<file path="config.mk">
export PLATFORM = sky130hd
export DESIGN_NAME = dual_rail_pipe
export DESIGN_NICKNAME = d
export VERILOG_FILES = /design/src/rtl/dual_rail_pkg.sv /design/src/rtl/dual_rail_stage.sv /design/src/rtl/dual_rail_pipe.sv
export SDC_FILE = /design/constraint.sdc
export NUM_CORES = 1
export LEC_CHECK = 0
export BUFFER_PORTS_ARGS = -buffer_cell sky130_fd_sc_hd__buf_2
export CAP_MARGIN = 20
export CELL_PAD_IN_SITES_DETAIL_PLACEMENT = 0
export CELL_PAD_IN_SITES_GLOBAL_PLACEMENT = 2
export CORE_MARGIN = 8
export CORE_UTILIZATION = 42
export DETAILED_ROUTE_END_ITERATION = 8
export GPL_ROUTABILITY_DRIVEN = 0
export PLACE_DENSITY = 0.82
export SYNTH_ARGS = -nofsm -noshare
export SYNTH_HDL_FRONTEND = slang
export SYNTH_HIERARCHICAL = 1
export SYNTH_SLANG_ARGS = --single-unit
</file>
<file path="constraint.sdc">
create_clock -name clk -period 4.7 [get_ports clk]
set_input_delay 0.47 -clock clk [delete_from_list [all_inputs] [get_ports clk]]
set_output_delay 0.47 -clock clk [all_outputs]
set_load 0.1 [all_outputs]
</file>
<file path="src/rtl/dual_rail_pkg.sv">
// Shared definitions for the dual-rail elastic pipeline.
//   DUAL_RAIL_STAGE_T(W) : packed stage contents {valid, q[W], qbar[W]}
//   rails_ok(q,qbar,w)   : 1 when the low w bits of q and qbar are exact complements
//   sat_max(w)           : all-ones value of a w-bit saturating counter
//   CNT_W_DEFAULT        : default error counter width
// The stage struct depends on WIDTH, so it is provided as a typedef macro that
// each module expands with its own parameter.
`define DUAL_RAIL_STAGE_T(W) struct packed { logic valid; logic [(W)-1:0] q; logic [(W)-1:0] qbar; }

package dual_rail_pkg;

  // Widest rail the helper functions handle; narrower rails are zero-extended.
  localparam int unsigned MAX_W         = 64;
  localparam int unsigned CNT_W_DEFAULT = 8;

  // Bits above w are masked off, so callers may zero-extend both rails.
  function automatic logic rails_ok(input logic [MAX_W-1:0] q,
                                    input logic [MAX_W-1:0] qbar,
                                    input int unsigned      w);
    logic [MAX_W-1:0] mask;
    mask = (w >= MAX_W) ? {MAX_W{1'b1}} : ((MAX_W'(1) << w) - MAX_W'(1));
    return &((q ^ qbar) | ~mask);
  endfunction

  function automatic logic [MAX_W-1:0] sat_max(input int unsigned w);
    return (w >= MAX_W) ? {MAX_W{1'b1}} : ((MAX_W'(1) << w) - MAX_W'(1));
  endfunction

endpackage

</file>
<file path="src/rtl/dual_rail_stage.sv">
// One elastic dual-rail register stage.
//   clk, rst      : clock, async active-high reset (valid=0, q=0, qbar=all ones)
//   load          : capture d_q/d_qbar and mark the stage full
//   advance       : the held word leaves this stage this cycle
//   d_q, d_qbar   : incoming rails
//   valid, q, qbar: registered stage contents
//   mismatch      : stage is full and its rails are not complements
// load takes priority over advance: a stage that hands its word on and
// receives a new one in the same cycle stays full. An emptied stage keeps
// its stale rails; only valid drops.
module dual_rail_stage
  import dual_rail_pkg::*;
#(
  parameter int unsigned WIDTH = 8
) (
  input  logic             clk,
  input  logic             rst,
  input  logic             load,
  input  logic             advance,
  input  logic [WIDTH-1:0] d_q,
  input  logic [WIDTH-1:0] d_qbar,
  output logic             valid,
  output logic [WIDTH-1:0] q,
  output logic [WIDTH-1:0] qbar,
  output logic             mismatch
);

  typedef `DUAL_RAIL_STAGE_T(WIDTH) stage_t;

  stage_t st;

  always_ff @(posedge clk or posedge rst) begin
    if (rst) begin
      st.valid <= 1'b0;
      st.q     <= '0;
      st.qbar  <= '1;
    end else if (load) begin
      st.valid <= 1'b1;
      st.q     <= d_q;
      st.qbar  <= d_qbar;
    end else if (advance) begin
      st.valid <= 1'b0;
    end
  end

  assign valid    = st.valid;
  assign q        = st.q;
  assign qbar     = st.qbar;
  assign mismatch = st.valid && !rails_ok(MAX_W'(st.q), MAX_W'(st.qbar), WIDTH);

endmodule

</file>
<file path="src/rtl/dual_rail_pipe.sv">
// Elastic self-checking pipeline of DEPTH dual-rail stages.
//   clk, rst            : clock, async active-high reset
//   in_valid/in_ready   : upstream handshake, in_d is the word
//   out_valid/out_ready : downstream handshake, out_q/out_qbar are stage DEPTH-1 rails
//   inj_en, inj_bit     : on a stage-0 load, qbar[inj_bit] takes in_d[inj_bit]
//                         (no effect when inj_bit >= WIDTH or nothing loads)
//   clr_err             : synchronous clear of err_flag/err_stage/err_count
//   err_flag            : sticky "some full stage had disagreeing rails"
//   err_stage           : lowest mismatching stage, captured on the first error
//   err_count           : saturating count of cycles with any mismatch
// Handshake: a word moves across a boundary on a clock edge where valid and
// ready are both high; valid never depends on ready, ready of stage i depends
// only on registered valid bits and out_ready.
module dual_rail_pipe
  import dual_rail_pkg::*;
#(
  parameter int unsigned WIDTH = 8,
  parameter int unsigned DEPTH = 3,
  parameter int unsigned CNT_W = CNT_W_DEFAULT,
  localparam int unsigned IB_W = (WIDTH > 1) ? $clog2(WIDTH) : 1,
  localparam int unsigned SW   = (DEPTH > 1) ? $clog2(DEPTH) : 1
) (
  input  logic             clk,
  input  logic             rst,
  input  logic             in_valid,
  output logic             in_ready,
  input  logic [WIDTH-1:0] in_d,
  output logic             out_valid,
  input  logic             out_ready,
  output logic [WIDTH-1:0] out_q,
  output logic [WIDTH-1:0] out_qbar,
  input  logic             inj_en,
  input  logic [IB_W-1:0]  inj_bit,
  input  logic             clr_err,
  output logic             err_flag,
  output logic [SW-1:0]    err_stage,
  output logic [CNT_W-1:0] err_count
);

  localparam logic [CNT_W-1:0] CNT_MAX = CNT_W'(sat_max(CNT_W));

  logic             ready   [DEPTH+1];
  logic             load    [DEPTH];
  logic             advance [DEPTH];
  logic [DEPTH-1:0] valid;
  logic [DEPTH-1:0] mm;
  logic [WIDTH-1:0] q_s      [DEPTH];
  logic [WIDTH-1:0] qbar_s   [DEPTH];
  logic [WIDTH-1:0] d_q_s    [DEPTH];
  logic [WIDTH-1:0] d_qbar_s [DEPTH];
  logic [WIDTH-1:0] inj_mask;
  logic [SW-1:0]    low_stage;
  logic             any_mm;

  // Injection flips the complement bit so qbar[b] equals q[b].
  always_comb begin
    inj_mask = '0;
    if (inj_en && (32'(inj_bit) < WIDTH)) begin
      inj_mask = WIDTH'(1) << inj_bit;
    end
  end

  assign ready[DEPTH] = out_ready;
  assign in_ready     = ready[0];

  for (genvar i = 0; i < DEPTH; i++) begin : g_stage
    // ready_i = !valid_i || ready_{i+1} unrolled: stage i is blocked only
    // when it and every stage after it are full and the sink stalls.
    assign ready[i]   = out_ready || !(&valid[DEPTH-1:i]);
    assign advance[i] = valid[i] && ready[i+1];

    if (i == 0) begin : g_head
      assign load[i]     = in_valid && ready[i];
      assign d_q_s[i]    = in_d;
      assign d_qbar_s[i] = ~in_d ^ inj_mask;
    end else begin : g_body
      assign load[i]     = valid[i-1] && ready[i];
      assign d_q_s[i]    = q_s[i-1];
      assign d_qbar_s[i] = qbar_s[i-1];
    end

    dual_rail_stage #(.WIDTH(WIDTH)) u_stage (
      .clk      (clk),
      .rst      (rst),
      .load     (load[i]),
      .advance  (advance[i]),
      .d_q      (d_q_s[i]),
      .d_qbar   (d_qbar_s[i]),
      .valid    (valid[i]),
      .q        (q_s[i]),
      .qbar     (qbar_s[i]),
      .mismatch (mm[i])
    );
  end

  // Scan from the top so the lowest mismatching index wins.
  always_comb begin
    low_stage = '0;
    for (int i = DEPTH - 1; i >= 0; i--) begin
      if (mm[i]) low_stage = SW'(i);
    end
  end

  assign any_mm = |mm;

  // A live mismatch overrides clr_err: the clear restarts the count at 1
  // and re-captures the stage index.
  always_ff @(posedge clk or posedge rst) begin
    if (rst) begin
      err_flag  <= 1'b0;
      err_stage <= '0;
      err_count <= '0;
    end else if (any_mm) begin
      err_flag <= 1'b1;
      if (clr_err) begin
        err_count <= CNT_W'(1);
      end else if (err_count != CNT_MAX) begin
        err_count <= err_count + 1'b1;
      end
      if (!err_flag || clr_err) begin
        err_stage <= low_stage;
      end
    end else if (clr_err) begin
      err_flag  <= 1'b0;
      err_stage <= '0;
      err_count <= '0;
    end
  end

  assign out_valid = valid[DEPTH-1];
  assign out_q     = q_s[DEPTH-1];
  assign out_qbar  = qbar_s[DEPTH-1];

endmodule

</file>
Yosys cells after proc, flatten, opt, wreduce, memory -nomap -nowiden

Index checks and enable logic that the tools add are counted.

Register bits: 62
RAM bits: 0
Memory bits (read-only): 0
Output and inout port bits: 29
Memories kept: 0
Bits of input ports: 17
Latch bits: 0

Magnitude comparators: 0
Equality and inequality tests: 2
Shifts and indexed selects: 1
$mul: 0
Reduce and logical (&&, ||, !) cells: 31
Multiplexer cells: 19
Div/mod/pow operators: 0
Bitwise operators: 5
Add/sub/neg operators: 1

Operators with widths:

| cell                                            | count |
|---|---|
| 2-to-1 mux 8 bit                                | 5 |
| XOR 8 bit                                       | 4 |
| AND reduction 8 bit                             | 3 |
| 2-to-1 mux 2 bit                                | 6 |
| nonzero test 2 bit                              | 5 |
| adder 8 x 1 -> 8 bit, second input constant     | 1 |
| 2-to-1 mux 1 bit                                | 8 |
| != test 8 bit, second input constant            | 1 |
| NOT 8 bit                                       | 1 |
| << shifter 1 x 3 -> 8 bit, first input constant | 1 |
| logical AND 1 bit                               | 7 |
| logical NOT 1 bit                               | 7 |
| AND reduction 2 bit                             | 3 |
| logical OR 1 bit                                | 4 |
| AND reduction 3 bit                             | 1 |
| OR reduction 3 bit                              | 1 |
| != test 2 x 1 -> 1 bit, second input constant   | 1 |

Logic depth before layout (Yosys ltp)

Depth after elaboration: 9
Gate-level depth with buffers: 7

Hierarchy

Netlist, hierarchy kept.

Modules (own cells, without submodules):

| module          | area each (sq um) | cells each | times used |
|---|---|---|---|
| dual_rail_stage | 787.0             | 49         | 3 |
| dual_rail_pipe  | 769.5             | 90         | 1 |

Worst setup path before layout

OpenSTA, ideal clock, no wires.

Kind: register -> register
Start: register g_stage[2].u_stage/valid (netlist name)
End: register g_stage[0].u_stage/q[0] (netlist name)
Stages on the path, launching flop included: 6
Setup slack: 1.309 ns
Required time: 4.575 ns
Arrival time: 3.266 ns
Cell sequence: dfrtp_1 nand4_1 and2_1 buf_6 buf_12 mux2_4

Final worst setup path

Start: register g_stage[0].u_stage/qbar[6] (netlist name)
End: register err_count[6]

Cells in the longest elaborated chain, start to end: 7
Elaborated cells on any way between the ends: 8

RTL lines:

| item                                 | RTL line              | RTL |
|---|---|---|
| XOR 8 bit *                          | dual_rail_pkg.sv:22   | `return &((q ^ qbar) \| ~mask);` |
| AND reduction 8 bit *                | dual_rail_pkg.sv:22   |  |
| logical NOT 1 bit *                  | dual_rail_stage.sv:49 | `assign mismatch = st.valid && !rails_ok(MAX_W'(st.q), MAX_W'(st.qbar), WIDTH);` |
| logical AND 1 bit *                  | dual_rail_stage.sv:49 |  |
| net mm[0]                            | dual_rail_pipe.sv:46  | `logic [DEPTH-1:0] mm;` |
| OR reduction 3 bit *                 | dual_rail_pipe.sv:104 | `assign any_mm = \|mm;` |
| nonzero test 2 bit (no source line)  | --                    |  |
| AND reduction 2 bit (no source line) | --                    |  |
| end signal, assigned                 | dual_rail_pipe.sv:118 | `err_count <= err_count + 1'b1;` |
| end, declared                        | dual_rail_pipe.sv:37  | `output logic [CNT_W-1:0] err_count` |

Mark *: on every way through the listed nets, which the timed path passes. The rest lies on a longest branch.
A chain may end at the register's enable or synchronous reset.

==> results.yml <==
run_status:
  status: "finished clean"
sta:
  tightest_slew_ps: 913
  slew_headroom: 0.391
  period_minus_slack_ps: 2450
  max_clock_freq_mhz: 407
  finalMaxSlewViolations: 0
  hold_viol: 0
  tns_ps: 0
  fin_crit_sh: 0.522
  clock_skew_ps: 4.51
  rsz0062_at_grt: "false"
  setup_violations: 0
floorplanning:
  die_w_um: 102
  die_h_um: 102
  num_io_pins: 46
  floorplan.die_area_um2: 10500
  core_area_um2: 7250
  initial_utilization: 0.432
  core.rowCount: 31
yosys:
  ys_ff_latch: 62
  async_flop_share: 1.00
  syn_nets: 255
  ys_dominant_reg_cell: "dfrtp_1"
  yosysWarnings: 6
  avgSynthCellArea_um2: 13.2
  yosysUniqueCellTypes: 40
  synth-seq-area-share: 0.505
  syn_area_um2: 3130
  syn_inst: 237
  synth_edf_count: 0
clocking:
  cts_num_sinks: 62
  clockBufferDepth: 2
  post_cts_resized: 0
  h-tree-depth: 3
  ctsHoldBuffers: 0
  cts_root_buf: "clkbuf_8"
  cts_buffers: 9
  cts_tree: "yes"
  post_cts.repair.setup_buffers: 0
  clk_pin_slew_ps: 60
  clk_latency_ps: 340
detailed_routing:
  route.detailed.drc: 0
  vias: 1959
  drt_iter0_drc: 33
  ant_nets: 0
  firstDrtPassIters: 4
  totalWireLength_um: 6020
  vias_per_cell: 5.00
  routedWlPerCell_um: 15.4
setup_path:
  slowest_delay_ps: 550
  rr_worst_depth: 7
  crit_path_max_fanout: 8
  worst_path_max_delay_cell: "dfstp_2"
  worstSetupPathType: "flop to flop"
  cp_data_required_time_ps: 4950
  worst_setup_path_start_kind: "flop"
  startpoint: "g_stage[0].u_stage/qbar[6]$_DFFE_PP1P_"
  crit_chain: "xnor2_1 > nor4_1 > a21boi_0 > nor3_2 > nor2_1 > and4b_1 > nor3_1"
  endpoint_kind: "flop"
  reg2reg_from: "g_stage[0].u_stage/qbar[6]$_DFFE_PP1P_"
  arrival_ps: 2710
run:
  cap_violations: 0
hold_path:
  hold_path.class: "input port to asynchronous set/reset pin"
global_route:
  grt_max_degree: 19
  antenna_found_initial: 0
  grtUsageTotal: 0.126
  grt_overflow: 0
  first_global_vias: 1934
  grt_pass1_wl_um: 9970
final_layout:
  drive_gt1_frac: 0.485
  diodes: 0
  fillers: 663
  layout.nets: 306
  syn_to_final_growth_pct: 15.9
place:
  place.port_buffers: 45
  hpwl_um: 4580
sequential cells by signal, indices dropped and copies added (netlist names):
signal and flops:
g_stage.u_stage/q 24, g_stage.u_stage/valid 3, g_stage.u_stage/qbar 24, err_count 8, err_stage 2, err_flag 1
final timing paths:
check	endpoint	slack, ps
setup / recovery	err_count[6]$_DFFE_PP0P_	2250
hold / removal	err_count[4]$_DFFE_PP0P_	180
setup reg to reg	err_count[6]$_DFFE_PP0P_	2250
hold reg to reg	g_stage[2].u_stage/q[2]$_DFFE_PP0P_	560
max in group asynchronous	g_stage[2].u_stage/q[4]$_DFFE_PP0P_	4020
min in group clk	g_stage[0].u_stage/q[0]$_DFFE_PP0P_	390
area by class of cell:
class                   instances  area, um^2  share of cell area
inverters                       9        33.8             0.00931
repair buffers                 47         244              0.0672
flip-flops and latches         62        1580               0.436
clock buffers                  13         179              0.0493
well taps                      99         124              0.0341
clock inverters                 3        40.0              0.0110
multi-input cells             159        1430               0.393
layer usage:
metal / routed length [um] / track usage / up-vias
met5: 0 / 0 / -
met4: 51 / 0.0576 / 0
met3: 354 / 0.0443 / 6
met2: 2720 / 0.183 / 47
met1: 2890 / 0.164 / 967
li1: - / - / 939
per-stage QoR:
| step | std cells | hold slack, ps | setup WS [ps] | utilization | cell area [um^2] |
|---|---|---|---|---|---|
| after floorplan | 237 | 322 | 1310 | - | 3130 |
| after global placement | 375 | 540 | 2340 | 0.469 | 3400 |
| after detailed placement | 375 | 548 | 2290 | 0.469 | 3400 |
| after CTS | 391 | 166 | 2280 | 0.499 | 3620 |
| after global routing | 392 | 198 | 2070 | 0.500 | 3630 |
| final | 392 | 176 | 2250 | 0.500 | 3630 |
cells in the mapped netlist (4+ instances only):
master    instances  area [um^2]
a21boi_0          4         30.0
nand3_1           4         20.0
nor4_1            6         37.5
nor3_1            6         30.0
mux2_4           27          405
inv_1             9         33.8
mux2_2           21          236
dfstp_2          24          631
o21ai_0           4         20.0
dfrtp_1          38          951
nor2_1            7         26.3
nand2_1           6         22.5
xnor2_1          30          263
a21oi_1           6         30.0
placed cells by master, fill, tap and decap left out, types with 6 or more instances in the layout:
| cell type | synthesis | final |
|---|---|---|
| nand2_1 | 6 | 6 |
| nor3_1 | 6 | 6 |
| buf_2 | 0 | 45 |
| a21oi_1 | 6 | 6 |
| clkbuf_8 | 0 | 13 |
| mux2_4 | 27 | 27 |
| nor4_1 | 6 | 6 |
| xnor2_1 | 30 | 30 |
| mux2_2 | 21 | 21 |
| nor2_1 | 7 | 7 |
| inv_1 | 9 | 9 |
| dfrtp_1 | 38 | 38 |
| dfstp_2 | 24 | 24 |
cells by family (layout without fill, tap and decap cells):
family / count (synthesis) / after routing / synth area share
and+or+nand+nor: 53 / 53 / 0.101
DFF: 62 / 62 / 0.505
muxes: 48 / 48 / 0.205
buffers and inverters: 16 / 72 / 0.0420
adders and majority gates: 1 / 1 / 0.00400
AOI/OAI and AO/OA: 24 / 24 / 0.0508
xor gates and xnor gates: 33 / 33 / 0.0923
worst max-delay path, delay by kind of cell (launching register included):
family,cells,cell delay [ps]
and+or+nand+nor,5,1430
DFF,1,550
AOI/OAI and AO/OA,1,310
xor gates and xnor gates,1,80
Power is left out: the tool's default activity adds up to more than one toggle a clock period on the data nets, which glitch-free logic cannot reach.
